<file path="src/rtl/eei_pkg.sv">
// Shared execution-environment types: XLEN, bus widths and the A-extension funct5 encoding.
package eei;

    localparam int XLEN              = 64;
    localparam int MEMBUS_DATA_WIDTH = 64;
    localparam int MEMBUS_MASK_WIDTH = MEMBUS_DATA_WIDTH / 8;

    typedef logic [XLEN-1:0] Addr;
    typedef logic [XLEN-1:0] UIntX;

    // funct5 field of the AMO instruction word
    typedef enum logic [4:0] {
        AMO_ADD  = 5'b00000,
        AMO_SWAP = 5'b00001,
        AMO_LR   = 5'b00010,
        AMO_SC   = 5'b00011,
        AMO_XOR  = 5'b00100,
        AMO_OR   = 5'b01000,
        AMO_AND  = 5'b01100,
        AMO_MIN  = 5'b10000,
        AMO_MAX  = 5'b10100,
        AMO_MINU = 5'b11000,
        AMO_MAXU = 5'b11100
    } AMOOp;

endpackage

</file>
<file path="src/rtl/amo_alu.sv">
// Combinational AMO combine: (op, width, old memory value, rs2) -> value to store.
// For .W only the low 32 bits of the result are meaningful; the caller places them.
module amo_alu
    import eei::*;
(
    input  AMOOp       op_i,
    input  logic       is_word_i,
    input  UIntX       old_i,
    input  UIntX       rs2_i,
    output UIntX       new_o
);

    logic [31:0] old_w;
    logic [31:0] rs2_w;
    logic [31:0] add_w;
    logic        lt_s;
    logic        lt_u;

    assign old_w = old_i[31:0];
    assign rs2_w = rs2_i[31:0];
    assign add_w = old_w + rs2_w;

    // Compare at the operation width so .W min/max see the low words only
    always_comb begin
        if (is_word_i) begin
            lt_s = $signed(old_w) < $signed(rs2_w);
            lt_u = old_w < rs2_w;
        end else begin
            lt_s = $signed(old_i) < $signed(rs2_i);
            lt_u = old_i < rs2_i;
        end
    end

    // Select the new value; SC stores rs2 just like SWAP, LR leaves memory alone
    always_comb begin
        new_o = old_i;
        case (op_i)
            AMO_SWAP, AMO_SC: new_o = rs2_i;
            AMO_ADD:          new_o = is_word_i ? {{32{add_w[31]}}, add_w} : old_i + rs2_i;
            AMO_XOR:          new_o = old_i ^ rs2_i;
            AMO_AND:          new_o = old_i & rs2_i;
            AMO_OR:           new_o = old_i | rs2_i;
            AMO_MIN:          new_o = lt_s ? old_i : rs2_i;
            AMO_MAX:          new_o = lt_s ? rs2_i : old_i;
            AMO_MINU:         new_o = lt_u ? old_i : rs2_i;
            AMO_MAXU:         new_o = lt_u ? rs2_i : old_i;
            default:          new_o = old_i;
        endcase
    end

endmodule

</file>
<file path="src/rtl/amo_unit.sv">
// Memory-side AMO responder: passes plain loads/stores through, runs AMOs as a
// locked read-modify-write on the RAM bus and holds the single LR/SC reservation.
module amo_unit
    import eei::*;
#(
    parameter int DATA_WIDTH = MEMBUS_DATA_WIDTH,
    parameter int MASK_WIDTH = DATA_WIDTH / 8
) (
    input  logic                  clk,
    input  logic                  rst,
    input  logic                  c_valid,
    output logic                  c_ready,
    input  Addr                   c_addr,
    input  logic                  c_wen,
    input  logic [DATA_WIDTH-1:0] c_wdata,
    input  logic [MASK_WIDTH-1:0] c_wmask,
    input  logic                  c_is_amo,
    input  AMOOp                  c_amoop,
    input  logic                  c_is_word,
    output logic                  c_rvalid,
    output logic [DATA_WIDTH-1:0] c_rdata,
    output logic                  m_valid,
    input  logic                  m_ready,
    output Addr                   m_addr,
    output logic                  m_wen,
    output logic [DATA_WIDTH-1:0] m_wdata,
    output logic [MASK_WIDTH-1:0] m_wmask,
    input  logic                  m_rvalid,
    input  logic [DATA_WIDTH-1:0] m_rdata
);

    typedef enum logic [2:0] {
        S_IDLE, S_RD_REQ, S_RD_WAIT, S_WR_REQ, S_WR_WAIT, S_RESP
    } state_e;

    state_e              state_q, state_d;
    logic [XLEN-1:2]     addr_q, addr_d;
    AMOOp                op_q, op_d;
    UIntX                rs2_q, rs2_d;
    logic                word_q, word_d;
    UIntX                res_q, res_d;
    logic                rsv_v_q, rsv_v_d;
    logic [XLEN-1:3]     rsv_a_q, rsv_a_d;
    // A passthrough is in flight; RAM responses are only forwarded while set,
    // so a response to a request abandoned by reset never reaches the core.
    logic                pt_pend_q, pt_pend_d;

    UIntX                new_val;
    logic [31:0]         rd_lane;
    logic                rsv_hit;

    amo_alu u_alu (
        .op_i      (op_q),
        .is_word_i (word_q),
        .old_i     (res_q),
        .rs2_i     (rs2_q),
        .new_o     (new_val)
    );

    assign rd_lane = addr_q[2] ? m_rdata[63:32] : m_rdata[31:0];
    assign rsv_hit = rsv_v_q && (c_addr[XLEN-1:3] == rsv_a_q);

    // State and latched operands
    always_ff @(posedge clk) begin
        if (rst) begin
            state_q   <= S_IDLE;
            addr_q    <= '0;
            op_q      <= AMO_ADD;
            rs2_q     <= '0;
            word_q    <= 1'b0;
            res_q     <= '0;
            rsv_v_q   <= 1'b0;
            rsv_a_q   <= '0;
            pt_pend_q <= 1'b0;
        end else begin
            state_q   <= state_d;
            addr_q    <= addr_d;
            op_q      <= op_d;
            rs2_q     <= rs2_d;
            word_q    <= word_d;
            res_q     <= res_d;
            rsv_v_q   <= rsv_v_d;
            rsv_a_q   <= rsv_a_d;
            pt_pend_q <= pt_pend_d;
        end
    end

    // Next state, bus outputs and reservation tracking
    always_comb begin
        state_d   = state_q;
        addr_d    = addr_q;
        op_d      = op_q;
        rs2_d     = rs2_q;
        word_d    = word_q;
        res_d     = res_q;
        rsv_v_d   = rsv_v_q;
        rsv_a_d   = rsv_a_q;
        pt_pend_d = pt_pend_q;
        c_ready   = 1'b0;
        c_rvalid  = 1'b0;
        c_rdata   = res_q;
        m_valid   = 1'b0;
        m_addr    = {addr_q[XLEN-1:3], 3'b000};
        m_wen     = 1'b0;
        m_wdata   = word_q ? {2{new_val[31:0]}} : new_val;
        m_wmask   = word_q ? (addr_q[2] ? 8'hF0 : 8'h0F) : 8'hFF;

        case (state_q)
            S_IDLE: begin
                m_addr   = c_addr;
                m_wen    = c_wen;
                m_wdata  = c_wdata;
                m_wmask  = c_wmask;
                m_valid  = c_valid & ~c_is_amo;
                c_rvalid = m_rvalid & pt_pend_q;
                c_rdata  = m_rdata;
                if (m_rvalid) pt_pend_d = 1'b0;
                if (c_is_amo) begin
                    c_ready = 1'b1;
                    if (c_valid) begin
                        addr_d = c_addr[XLEN-1:2];
                        op_d   = c_amoop;
                        rs2_d  = c_wdata;
                        word_d = c_is_word;
                        if (c_amoop == AMO_SC) begin
                            rsv_v_d = 1'b0;
                            res_d   = rsv_hit ? '0 : UIntX'(1);
                            state_d = rsv_hit ? S_WR_REQ : S_RESP;
                        end else begin
                            state_d = S_RD_REQ;
                        end
                    end
                end else begin
                    c_ready = m_ready;
                    if (c_valid && m_ready) begin
                        pt_pend_d = 1'b1;
                        if (c_wen && rsv_hit) rsv_v_d = 1'b0;
                    end
                end
            end
            S_RD_REQ: begin
                m_valid = 1'b1;
                if (m_ready) state_d = S_RD_WAIT;
            end
            S_RD_WAIT: begin
                if (m_rvalid) begin
                    res_d = word_q ? {{32{rd_lane[31]}}, rd_lane} : m_rdata;
                    if (op_q == AMO_LR) begin
                        rsv_v_d = 1'b1;
                        rsv_a_d = addr_q[XLEN-1:3];
                        state_d = S_RESP;
                    end else begin
                        state_d = S_WR_REQ;
                    end
                end
            end
            S_WR_REQ: begin
                m_valid = 1'b1;
                m_wen   = 1'b1;
                if (m_ready) state_d = S_WR_WAIT;
            end
            S_WR_WAIT: begin
                if (m_rvalid) state_d = S_RESP;
            end
            S_RESP: begin
                c_rvalid = 1'b1;
                state_d  = S_IDLE;
            end
            default: state_d = S_IDLE;
        endcase
    end

endmodule

</file>
<file path="config.mk">
export PLATFORM = sky130hd
export DESIGN_NAME = amo_unit
export DESIGN_NICKNAME = d
export VERILOG_FILES = /design/src/rtl/eei_pkg.sv /design/src/rtl/amo_alu.sv /design/src/rtl/amo_unit.sv
export SDC_FILE = /design/constraint.sdc
export NUM_CORES = 1
export LEC_CHECK = 0
export CELL_PAD_IN_SITES_DETAIL_PLACEMENT = 1
export CELL_PAD_IN_SITES_GLOBAL_PLACEMENT = 2
export CORE_MARGIN = 1.5
export CORE_UTILIZATION = 31
export DETAILED_ROUTE_END_ITERATION = 8
export PLACE_DENSITY = 0.91
export SYNTH_ARGS = -nofsm -noshare
export SYNTH_HDL_FRONTEND = slang
export SYNTH_SLANG_ARGS = --single-unit
export TNS_END_PERCENT = 10
</file>
<file path="constraint.sdc">
create_clock -name clk -period 13.65 [get_ports clk]
set_clock_uncertainty 0.05 [all_clocks]
set_input_delay 3.4125 -clock clk [delete_from_list [all_inputs] [get_ports clk]]
set_output_delay 3.4125 -clock clk [all_outputs]
set_load 0.05 [all_outputs]
</file>
# --- Yosys cells after proc, flatten, opt, wreduce, memory -nomap -nowiden ---
# Cells that the tools add are included.
# W data, S select, Z words.
classes:
  div_mod_pow: 0
  muxes: 49
  n_reduce_logical: 13
  add_sub_neg: 2
  n_shift: 0
  eq_ne: 29
  multipliers: 0
  n_lt_le_gt_ge: 4
  n_bitwise: 6
ops:
  columns: ["op", "n"]
  rows:
  - ["$mux W64", 14]
  - ["$pmux W64 S9", 1]
  - ["$lt A64 B64 Y1", 2]
  - ["$pmux W64 S2", 1]
  - ["$add A64 B64 Y64", 1]
  - ["$and A64 B64 Y64", 1]
  - ["$lt A32 B32 Y1", 2]
  - ["$or A64 B64 Y64", 1]
  - ["$xor A64 B64 Y64", 1]
  - ["$eq A61 B61 Y1", 1]
  - ["$add A32 B32 Y32", 1]
  - ["$mux W32", 1]
  - ["$mux W3", 9]
  - ["$mux W8", 3]
  - ["$eq A5 B5 Y1 const B", 4]
  - ["$ne A2 B2 Y1 const B", 8]
  - ["$eq A5 B2 Y1 const B", 3]
  - ["$mux W1", 15]
  - ["$pmux W3 S5", 1]
  - ["$ne A3 B3 Y1 const B", 4]
  - ["$eq A5 B4 Y1 const B", 2]
  - ["$pmux W1 S2", 4]
  - ["$reduce_and A7 Y1", 1]
  - ["$eq A3 B2 Y1 const B", 2]
  - ["14 further kinds", 20]
word_totals:
  ff_bits: 262
  memories: 0
  ram_bits: 0
  in_bits: 213
  rom_bits: 0
  latch_bits: 0

# --- Logic depth before layout (Yosys ltp) ---
depth:
  depth_word: 7
  depth_mapped: 19

# --- Hierarchy ---
# Synthesis repeated with hierarchy kept, for this count alone.
hier_totals:
  cells_unflattened: 3587
  hier_area_um2: 23755.3
by_module_without_submodules:
  columns: ["mod", "cells_per_inst", "seq_area_each_um2", "area_per_inst_um2", "n_inst"]
  rows:
  - ["amo_unit", 1990, 5245.0, 13299.0, 1]
  - ["amo_alu", 1597, 0.0, 10456.3, 1]

# --- Worst setup path after synthesis ---
# Ideal clock, no wire load.
synth_timing:
  path_kind: "in2out"
  startpoint: "input port c_wdata[51]"
  endpoint: "output port m_wdata[51]"
  t_arrival_ps: 4727
  slack_ps: 5460
  path_stages: 3
  n_path_buf: 0
  path_cell_list: "nor2_1 -> a31oi_1 -> a21boi_0"
synth_between:
  elab_chain_cells: 1
synth_rtl:
  columns: ["item", "line_no", "source"]
  rows:
  - ["start, declared", "amo_unit.sv:15", "input logic [DATA_WIDTH-1:0] c_wdata,"]
  - ["$mux W64", "amo_unit.sv:108", "case (state_q)"]
  - ["end, declared", "amo_unit.sv:26", "output logic [DATA_WIDTH-1:0] m_wdata,"]
# Every way passes these cells.

# --- Final worst setup path ---
layout_timing:
  startpoint: "register res_q[60]"
  endpoint: "output port m_wdata[26]"
layout_between:
  elab_chain_cells: 6
layout_rtl:
  columns: ["item", "line_no", "source"]
  rows:
  - ["start, declared", "amo_unit.sv:41", "UIntX res_q, res_d;"]
  - ["start signal, assigned", "amo_unit.sv:81", "res_q <= res_d;"]
  - ["$lt A64 B64 Y1, on equally long branches", "amo_alu.sv:30, amo_alu.sv:29", null]
  - ["$mux W1", "amo_alu.sv:25", "if (is_word_i) begin"]
  - ["$mux W64, on equally long branches", null, null]
  - ["$pmux W64 S9 (*)", "amo_alu.sv:37", "case (op_i)"]
  - ["$mux W64 (*)", "amo_unit.sv:105", "m_wdata = word_q ? {2{new_val[31:0]}} : new_val;"]
  - ["$mux W64 (*)", "amo_unit.sv:108", null]
# Mark *: on every way between the ends. The rest lies on a longest branch, timed or not.

==> summary.md <==
| Metric | Value |
|---|---|
| Outcome | `finished, final reports clean` |
| Fin crit share | `76.9%` |
| Util after Layout | `40.0%` |
| Initial Utilization | `31.5%` |
| P_sw | `1.36 mW` |
| Synth Area in Compound Gates | `27.5%` |
| RSZ-0062 raised after global routing | `no` |
| Post-synthesis mux area share | `3.53%` |
| Syn Area/Cell | `6.72 um2` |
| CP max stage delay | `0.97 ns` |
| Critical Path RT | `10.19 ns` |
| R2R Setup Slk | `8.45 ns` |
| Actual slew at the worst max-slew pin | `1.37 ns` |
| Most common cell after layout, fill and taps aside | `nand2_1` |
| Post-CTS Setup Inserts | `0` |
| Post-Synth Adder-Cell Area | `10.9%` |
| Max Clk Rate | `95.3 MHz` |
| Gp weighted congestion | `1.01` |
| Peak supply drop | `0.0742 mV` |
| Core Footprint | `70400 um2` |
| Vias per Instance | `5.65` |
| Die ar. | `73100 um2` |
| TNS Setup | `0 ns` |
| Hold WC Path Type | `reg -> reg` |
| Clk pwr share | `31.3%` |
| Crit path time final | `10.50 ns` |
| Rows | `97` |
| Rel. slew slack | `8.99%` |
| First-pass GRT wire length | `169 mm` |
| Synth Register Bits | `262` |
| Max-cap violations | `0` |
| Grt ovf | `0` |
| Post-DP HPWL | `84.7 mm` |
| Mapped cell area | `22100 um2` |
| Sw Share | `44.0%` |
| Footprint of the multi-input gates | `15300 um2` |
| R2r endpoint | `res_q[1]` |
| Port Buf Inserts | `416` |
| Share of layout cells above drive strength 1 | `4.65%` |
| Critical path, cell by cell | `inv_1 > ha_1 > nor4_1 > nand4_1 > nor3_1 > nand4_1 > a21o_1 > a211o_1 > a21oi_1 > nand3b_1 > buf_4 > a221o_1 > o21ai_0 > o21ai_0 > clkdlybuf4s50_1` |
| Synthesized instance count | `3297` |
| Largest family of logic cells by synthesized area | `compound AO/OA/AOI/OAI gates` |
| Register area | `5250 um2` |
| Synth Area in XOR/XNOR | `4.03%` |
| DR DRC count | `0` |
| Crit path DAT | `7.03 ns` |
| Routed length per instance | `25.9 um` |
| YS warnings | `0` |
| Hold path depth | `2` |
| Sequential share of power | `26.6%` |
| Synth Flop Type | `dfxtp_1` |
| Die H | `270 um` |
| CTS tree | `yes` |
| Cts hold-fix bufs | `0` |
| Vias in the first global route | `24958` |
| Fill count | `8870` |
| Ys async rst share | `0%` |
| Reg2reg path depth | `11` |
| Final Hold Viols | `0` |
| Clk sinks | `262` |
| Seq/Total Area, Yosys | `23.7%` |
| DRT antenna net count | `0` |
| Comb pwr share | `42.1%` |
| Post-CTS Resized | `0` |
| Worst skew pair latency | `0.58 ns` |
| Placed inst area | `27000 um2` |
| Cell internal pwr | `1.72 mW` |
| Crit. End Element | `output pin` |
| Worst hold endpoint | `rsv_a_q[18]` |
| H-tree depth | `2` |
| I/O pin cnt | `417` |
| Final max-slew violation count | `0` |
| CTS max path bufs | `3` |
| Root Driver | `clkbuf_16` |
| Cell Pwr Density | `109 nW/um2` |
| Post-route design area | `28100 um2` |
| Iteration-0 DRC Markers | `2223` |
| EDFF count, synth | `0` |
| WHS | `0.410 ns` |
| Clock transition at path regs | `0.06 ns` |
| Fin nets | `3950` |
| Total Wirelength | `117 mm` |
| Total CTS buffers | `36` |
| Leak | `10.9 nW` |
| Via count | `25489` |
| Largest net degree at the start of global routing | `184` |
| DIE WIDTH | `270 um` |
| Type of the worst setup path | `reg -> out` |
| Synth unique cells | `74` |
| Total power | `3.08 mW` |
| Setup crit start kind | `flop` |
| Most frequent cells in the layout | `nand2_1 (816), a21oi_1 (448), clkdlybuf4s50_1 (415)` |
| Initial antenna violation count | `14` |
| FF-to-FF Start | `state_q[2]` |
| Critical path's slowest cell | `clkdlybuf4s50_1` |
| Initial DRT Pass Iterations | `8` |
| Total GRT Usage | `30.8%` |
| Syn-to-layout area delta | `27.1%` |
| Final setup viols | `0` |
| Syn Nets | `3703` |
| Hold_sp | `rsv_a_q[18]` |
| Post-Synth Simple-Gate Area | `22.8%` |
| Worst Path Max Fanout | `24` |
-- area by class of cell --
| class | count | area share, % |
|---|---|---|
| diodes | 3 | 0.0267 |
| clock buffers | 51 | 3.62 |
| clock inverters | 12 | 0.529 |
| inverters | 181 | 2.41 |
| multi-input cells | 2603 | 54.5 |
| flip-flops and latches | 262 | 18.7 |
| well taps | 940 | 4.18 |
| repair buffers | 460 | 16.1 |
-- worst max-delay path by stage --
| stage | start | to | slack, ns | cells past startpoint |
|---|---|---|---|---|
| 6_report | res_q[60] | m_wdata[26] | 3.15 | 15 |
| 5_1_grt | res_q[58] | m_wdata[41] | 2.96 | 16 |
| 4_1_cts | res_q[60] | m_wdata[41] | 3.27 | 16 |
| 3_5_place_dp | res_q[31] | m_wdata[40] | 3.91 | 15 |
| 3_3_place_gp | res_q[31] | m_wdata[40] | 3.97 | 15 |
| 2_1_floorplan | c_wdata[51] | m_wdata[51] | 5.46 | 3 |
-- per-stage QoR --
step	instances	worst slack, ns
after floorplan	3297	5.46
after global placement	4446	3.97
after detailed placement	4446	3.91
after CTS	4509	3.27
after global routing	4509	2.96
final	4512	3.15
-- synthesized netlist by cell type, types with 20 or more instances --
cell type | n | share of area (%)
a211oi_1 | 59 | 2.0
a21o_1 | 30 | 1.0
a21oi_1 | 449 | 10
a221oi_1 | 41 | 1.6
a31oi_1 | 20 | 0.56
clkbuf_1 | 218 | 3.7
dfxtp_1 | 262 | 24
ha_1 | 192 | 11
inv_1 | 180 | 3.1
mux2_2 | 28 | 1.4
mux2i_1 | 42 | 1.9
nand2_1 | 820 | 14
nand3_1 | 29 | 0.66
nand4_1 | 24 | 0.68
nor2_1 | 212 | 3.6
nor2b_1 | 21 | 0.59
nor3_1 | 57 | 1.3
nor4_1 | 22 | 0.62
o211ai_1 | 20 | 0.68
o21ai_0 | 207 | 4.7
o21bai_1 | 24 | 0.81
xnor2_1 | 43 | 1.7
xor2_1 | 59 | 2.3
-- worst max-delay path, delay by kind of cell, from the launching register on --
family                   cells  cell delay [ns]
adder cells (fa/ha/maj)      1             0.37
buffers and inverters        3             1.52
AO/OA/AOI/OAI                6             2.05
flip-flops                   1             0.41
AND/OR/NAND/NOR              5             2.09
-- power by group through the flow --
stage | clock network (mW) | logic (mW) | registers, mW
2_1_floorplan | 0 | 0.746 | 0.822
3_3_place_gp | 0 | 1.28 | 0.835
3_5_place_dp | 0 | 1.28 | 0.836
4_1_cts | 0.985 | 1.29 | 0.819
5_1_grt | 1.01 | 1.34 | 0.823
6_report | 0.964 | 1.30 | 0.820
-- flip-flops by register name, indices dropped and copies added (netlist names) --
name / flops
word_q: 1
pt_pend_q: 1
addr_q: 62
res_q: 64
rsv_a_q: 61
rsv_v_q: 1
state_q: 3
rs2_q: 64
op_q: 5
-- cells by family (layout without fill, tap and decap cells) --
kind of cell	Yosys count	after routing
AND/OR/NAND/NOR	1233	1233
AO/OA/AOI/OAI	1003	1003
buffers and inverters	432	704
flip-flops	262	262
adder cells (fa/ha/maj)	193	193
XOR/XNOR	102	102
multiplexers	72	72
other	0	3
-- routing by layer --
metal | wire length [um] | part of all wire [%] | global-route usage, % | vias up
met3 | 8950 | 7.7 | 5.49 | 215
met2 | 51700 | 44 | 48.9 | 1051
met4 | 7460 | 6.4 | 17.2 | 18
li1 | - | - | - | 11807
met5 | 110 | 0.094 | 0 | -
met1 | 48500 | 42 | 39.3 | 12398
Power figures use the tool's default switching activity.
